<file path="config.mk">
export PLATFORM = sky130hd
export DESIGN_NAME = multicycle_ctrl
export DESIGN_NICKNAME = d
export VERILOG_FILES = /design/src/rtl/multicycle_ctrl.sv
export SDC_FILE = /design/constraint.sdc
export NUM_CORES = 1
export LEC_CHECK = 0
export CORE_MARGIN = 3
export CORE_UTILIZATION = 46
export CTS_BUF_LIST = sky130_fd_sc_hd__clkbuf_4 sky130_fd_sc_hd__clkbuf_8
export CTS_CLUSTER_SIZE = 10
export DETAILED_ROUTE_END_ITERATION = 12
export GPL_TIMING_DRIVEN = 0
export PLACE_DENSITY = 0.89
export SLEW_MARGIN = 5
export SYNTH_ARGS = -nofsm -noshare
export SYNTH_HDL_FRONTEND = slang
export SYNTH_SLANG_ARGS = --single-unit
</file>
<file path="constraint.sdc">
create_clock -name Clk -period 2 [get_ports Clk]
set_input_delay 0.4 -clock Clk [delete_from_list [all_inputs] [get_ports Clk]]
set_output_delay 0.4 -clock Clk [all_outputs]
set_load 0.05 [all_outputs]
</file>
<file path="src/rtl/multicycle_ctrl.sv">
// Moore sequencer for the multi-cycle MIPS datapath: IF/ID/EX/MEM/WB with illegal-op and MEM timeout traps.
// Optional performance counters (CycleCnt, InstCnt) are built when MC_PERF_CNT_EN is defined.
module multicycle_ctrl #(
  parameter int unsigned MEM_TIMEOUT = 15
) (
  input  logic        Clk,
  input  logic        Reset,
  input  logic [5:0]  OP,
  input  logic [5:0]  func,
  input  logic        Zero,
  input  logic        Overflow,
  input  logic        MemReady,
  output logic        PCWr,
  output logic [1:0]  PCSrc,
  output logic        IRWr,
  output logic        RegWr,
  output logic        RegDst,
  output logic        ALUSrc,
  output logic        MemtoReg,
  output logic        MemRd,
  output logic        MemWr,
  output logic        ExtOp,
  output logic [2:0]  ALUctr,
  output logic        Err,
`ifdef MC_PERF_CNT_EN
  output logic [31:0] CycleCnt,
  output logic [31:0] InstCnt,
`endif
  output logic [2:0]  State
);

  localparam int unsigned CNT_W = 8;

  localparam logic [2:0] ALU_ADD = 3'b000;
  localparam logic [2:0] ALU_SUB = 3'b001;
  localparam logic [2:0] ALU_AND = 3'b010;
  localparam logic [2:0] ALU_OR  = 3'b011;
  localparam logic [2:0] ALU_SLT = 3'b100;

  localparam logic [1:0] PC_SEQ = 2'b00;
  localparam logic [1:0] PC_BR  = 2'b01;
  localparam logic [1:0] PC_JMP = 2'b10;

  typedef enum logic [2:0] {
    S_IF  = 3'd0,
    S_ID  = 3'd1,
    S_EX  = 3'd2,
    S_MEM = 3'd3,
    S_WB  = 3'd4,
    S_ERR = 3'd7
  } state_e;

  typedef enum logic [3:0] {
    C_ADD, C_SUB, C_AND, C_OR, C_SLT,
    C_ADDI, C_ORI, C_LW, C_SW, C_BEQ, C_J, C_ILL
  } cls_e;

  state_e           state_q, state_d;
  cls_e             cls_q, cls_d, dec_cls;
  logic             ov_q, ov_d;
  logic [CNT_W-1:0] cnt_q, cnt_d;
  logic             is_rtype;

  // Instruction class decode; only consumed while in ID
  always_comb begin
    dec_cls = C_ILL;
    case (OP)
      6'b000000: begin
        case (func)
          6'b100000: dec_cls = C_ADD;
          6'b100010: dec_cls = C_SUB;
          6'b100100: dec_cls = C_AND;
          6'b100101: dec_cls = C_OR;
          6'b101010: dec_cls = C_SLT;
          default:   dec_cls = C_ILL;
        endcase
      end
      6'b001000: dec_cls = C_ADDI;
      6'b001101: dec_cls = C_ORI;
      6'b100011: dec_cls = C_LW;
      6'b101011: dec_cls = C_SW;
      6'b000100: dec_cls = C_BEQ;
      6'b000010: dec_cls = C_J;
      default:   dec_cls = C_ILL;
    endcase
  end

  assign is_rtype = (cls_q == C_ADD) || (cls_q == C_SUB) || (cls_q == C_AND) ||
                    (cls_q == C_OR)  || (cls_q == C_SLT);

  always_ff @(posedge Clk) begin
    if (Reset) begin
      state_q <= S_IF;
      cls_q   <= C_ADD;
      ov_q    <= 1'b0;
      cnt_q   <= '0;
    end else begin
      state_q <= state_d;
      cls_q   <= cls_d;
      ov_q    <= ov_d;
      cnt_q   <= cnt_d;
    end
  end

  // Next-state and Moore outputs (PCWr follows Zero combinationally for beq)
  always_comb begin
    state_d  = state_q;
    cls_d    = cls_q;
    ov_d     = ov_q;
    cnt_d    = cnt_q;
    PCWr     = 1'b0;
    PCSrc    = PC_SEQ;
    IRWr     = 1'b0;
    RegWr    = 1'b0;
    RegDst   = 1'b0;
    ALUSrc   = 1'b0;
    MemtoReg = 1'b0;
    MemRd    = 1'b0;
    MemWr    = 1'b0;
    ExtOp    = 1'b0;
    ALUctr   = ALU_ADD;
    case (state_q)
      S_IF: begin
        IRWr    = 1'b1;
        PCWr    = 1'b1;
        state_d = S_ID;
      end
      S_ID: begin
        cls_d   = dec_cls;
        state_d = (dec_cls == C_ILL) ? S_ERR : S_EX;
      end
      S_EX: begin
        ov_d    = Overflow;
        cnt_d   = '0;
        state_d = S_WB;
        case (cls_q)
          C_SUB: ALUctr = ALU_SUB;
          C_AND: ALUctr = ALU_AND;
          C_OR:  ALUctr = ALU_OR;
          C_SLT: ALUctr = ALU_SLT;
          C_ADDI: begin
            ExtOp  = 1'b1;
            ALUSrc = 1'b1;
          end
          C_LW, C_SW: begin
            ExtOp   = 1'b1;
            ALUSrc  = 1'b1;
            state_d = S_MEM;
          end
          C_ORI: begin
            ALUSrc = 1'b1;
            ALUctr = ALU_OR;
          end
          C_BEQ: begin
            ALUctr  = ALU_SUB;
            PCSrc   = PC_BR;
            PCWr    = Zero;
            state_d = S_IF;
          end
          C_J: begin
            PCSrc   = PC_JMP;
            PCWr    = 1'b1;
            state_d = S_IF;
          end
          default: ;
        endcase
      end
      S_MEM: begin
        MemRd = (cls_q == C_LW);
        MemWr = (cls_q == C_SW);
        if (MemReady) begin
          state_d = (cls_q == C_LW) ? S_WB : S_IF;
        end else begin
          cnt_d = cnt_q + CNT_W'(1);
          if (cnt_q == CNT_W'(MEM_TIMEOUT - 1)) state_d = S_ERR;
        end
      end
      S_WB: begin
        RegWr    = ~ov_q;
        RegDst   = is_rtype;
        MemtoReg = (cls_q == C_LW);
        state_d  = S_IF;
      end
      S_ERR:   state_d = S_ERR;
      default: state_d = S_ERR;
    endcase
  end

  assign Err   = (state_q == S_ERR);
  assign State = state_q;

`ifdef MC_PERF_CNT_EN
  logic [31:0] cyc_q, inst_q;
  logic        retire;

  assign retire = (state_d == S_IF) &&
                  ((state_q == S_EX) || (state_q == S_MEM) || (state_q == S_WB));

  always_ff @(posedge Clk) begin
    if (Reset) begin
      cyc_q  <= '0;
      inst_q <= '0;
    end else begin
      if (state_q != S_ERR) cyc_q <= cyc_q + 32'd1;
      if (retire)           inst_q <= inst_q + 32'd1;
    end
  end

  assign CycleCnt = cyc_q;
  assign InstCnt  = inst_q;
`endif

endmodule

</file>
==> results.txt <==
Synth Register Bits: 16
post-route setup slack: 21.68 ps
Synth area leaders: dfxtp_1 (26%), nor2_1 (6.9%), xor2_1 (4.9%), a21oi_1 (4.4%), o21ai_0 (4.0%)
via count: 1411
DRT Pass-1 Iters: 4
CP Buf/Inv Count: 1
Largest stage delay, worst path: 550 ps
Port Buffers: 31
H-Tree Depth: 1
Post-Synth Simple-Gate Area: 34.77%
initial antenna violation count: 0
Layout Cells excl Fill: 238
final hold vios: 0
Vias/cell: 5.929
min-delay worst type: register to register
gpl congestion: 0.8260
vias in the first global route: 1340
largest family of logic cells by synthesized area: simple AND/OR/NAND/NOR gates
CTS root buf: clkbuf_4
Post-synth EDFFs: 0
Synth Area in XOR/XNOR: 6.993%
Worst slew margin: 62.39%
Initial Utilization: 49.65%
Core ar.: 2522 um2
Total Power: 2.155 mW
largest net degree at the start of global routing: 11
final core utilization: 73.91%
Worst Tran Pin Value: 562.7 ps
Crit path max-delay family: simple AND/OR/NAND/NOR gates
CP Data Arrival Time: 1580 ps
Leak: 0.6651 nW
# DRC: 0
Layout Nets: 228
number of diodes: 0
DP HPWL: 2552 um
Avg WL per Cell: 15.18 um
number of CTS-inserted buffers: 3
Worst Skew: 7.286 ps
multiplexer share of the synthesized area: 1.698%
IO Pins: 35
Worst-path clk slew: 100 ps
Antenna Nets Post-Route: 0
maximum vdd drop: 1.198 mV
row count: 18
Top FF cell, synth: dfxtp_1
DP Area: 1724 um2
fmax: 505.5 MHz
MaxCap Viol Count: 0
CP Data Required Time: 1600 ps
first-pass GRT wire length: 5582 um
power density over the cells: 1156 nW/um2
Placed Cells: 228
area share of the largest cell type after synthesis: 25.57%
hold depth: 2
CTS tree: built
gr ovfl total: 0
critical path class: register to output pin
Die ar.: 3385 um2
R2R depth: 5
CP max FO: 8
post-route cell area: 1864 um2
Die Span Y: 58.18 um
post-synthesis async set-or-reset flop share: 0%
Die X: 58.18 um
RSZ-0062 raised after global routing: true
stages on the worst setup path: 3
cells after synthesis: 167
Tot GR Track Use: 20.45%
final WL: 3612 um
crit-path cells: or4b_4, nor2_2, buf_6
pre-CTS setup slack: -646.9 ps
Crit-path slowest cell: or4b_4
worst-skew pair later-pin latency: 300 ps
DRT iter0 DRCs: 40
Final setup viols: 0
critical path launch point type: register
CP Capture Type: output pin
biggest area consumer among synthesized cells: dfxtp_1
Post-Syn Nets: 186
Tcrit/Tclk final: 98.92%
Post-Syn Area per Cell: 7.500 um2
Seq/Total Area, Yosys: 25.57%
layout cell share with drive strength beyond 1: 34.62%
Hold WS: 498.9 ps
Syn Std Cell Area: 1252 um2
Yosys Warn Count: 0
Final Slew Violations: 0
setup TNS: 0 ps
status: completed
min Tclk post-route: 1978 ps
Cell variety after synth: 51
complex-gate fraction of the synthesized area: 23.58%
Layout area overhead: 48.85%
CTS sink cnt: 16
fillers: 185
CTS Buffer Depth: 2
Adder-Cell Fraction of Synth Area: 1.998%
synthesized netlist by cell type, types with 2 or more instances:
master     count
a2111oi_0      2
a211oi_1       5
a21o_1         2
a21oi_1       11
a22oi_1        2
a31oi_1        2
and3_1         3
and4_1         2
buf_2          3
clkbuf_1       5
dfxtp_1       16
ha_1           2
inv_1          4
nand2_1       12
nand2b_1       3
nand3_1        3
nand3b_1       3
nand4_1        3
nor2_1        23
nor2b_1        2
nor3_1         8
o211ai_1       2
o21a_1         2
o21ai_0       10
or2_2          3
xnor2_1        3
xor2_1         7
power by group:
group	internal [mW]	total [mW]	switching, mW	leakage (nW)
combinational	0.558	1.43	0.867	0.511
clock	0.111	0.221	0.110	0.0210
sequential	0.403	0.509	0.106	0.133
cell families (layout without fill, tap and decap cells):
family,Yosys count,count (layout)
simple gates,78,78
compound gates,45,45
flops,16,16
buf+inv,14,55
xor+xnor,10,10
fa+ha+maj,2,2
mux,2,2
layout by cell type, fill, tap and decap left out, types with 6 or more instances in the layout:
cell type,instances
a21oi_1,9
buf_2,6
buf_4,11
buf_6,9
clkdlybuf4s50_1,16
dfxtp_1,11
nand2_1,10
nor2_1,15
nor2_2,6
o21ai_0,9
xor2_1,7
layout make-up:
| type | instances | area (um2) | area share (%) |
|---|---|---|---|
| buffer | 8 | 56.30 | 3.020 |
| clock buffer | 4 | 36.28 | 1.946 |
| inverter | 4 | 18.77 | 1.007 |
| multi-input combinational | 137 | 1012 | 54.30 |
| sequential | 16 | 334.1 | 17.92 |
| tap | 30 | 37.54 | 2.013 |
| timing repair buffer | 39 | 369.1 | 19.80 |
sequential cells by signal, summed over array words and instances (netlist names):
signal / count
ov_q: 1
cnt_q: 8
State: 3
cls_q: 4
repair_timing:
| item | 4_1_cts | 5_1_grt |
|---|---|---|
| hold buffers | 0 | 0 |
| setup buffers | 4 | 4 |
| pin swaps | 0 | 3 |
| setup endpoints to repair | 15 | 15 |
| resized for setup | 98 | 13 |
final timing paths:
kind / from / to / slack, ps
max: cls_q[2] / MemWr / 20
min: ov_q / ov_q / 500
max reg2reg: State[2] / cnt_q[0] / 400
min reg2reg: ov_q / ov_q / 500
tightest hold or removal path: stages, from the launching register on:
cell and delay (ps):
dfxtp_1 350, nand2_1 60, a21oi_1 50
metal layers:
layer  routed length [um]  vias up  global-route usage (%)
met3                  251        3                   2.227
li1                     -      689                       -
met2                 1913       62                   39.52
met1                 1429      657                   23.20
met4                   17        0                   5.960
met5                    0        -                       0
(Power assumes the default switching activity.)
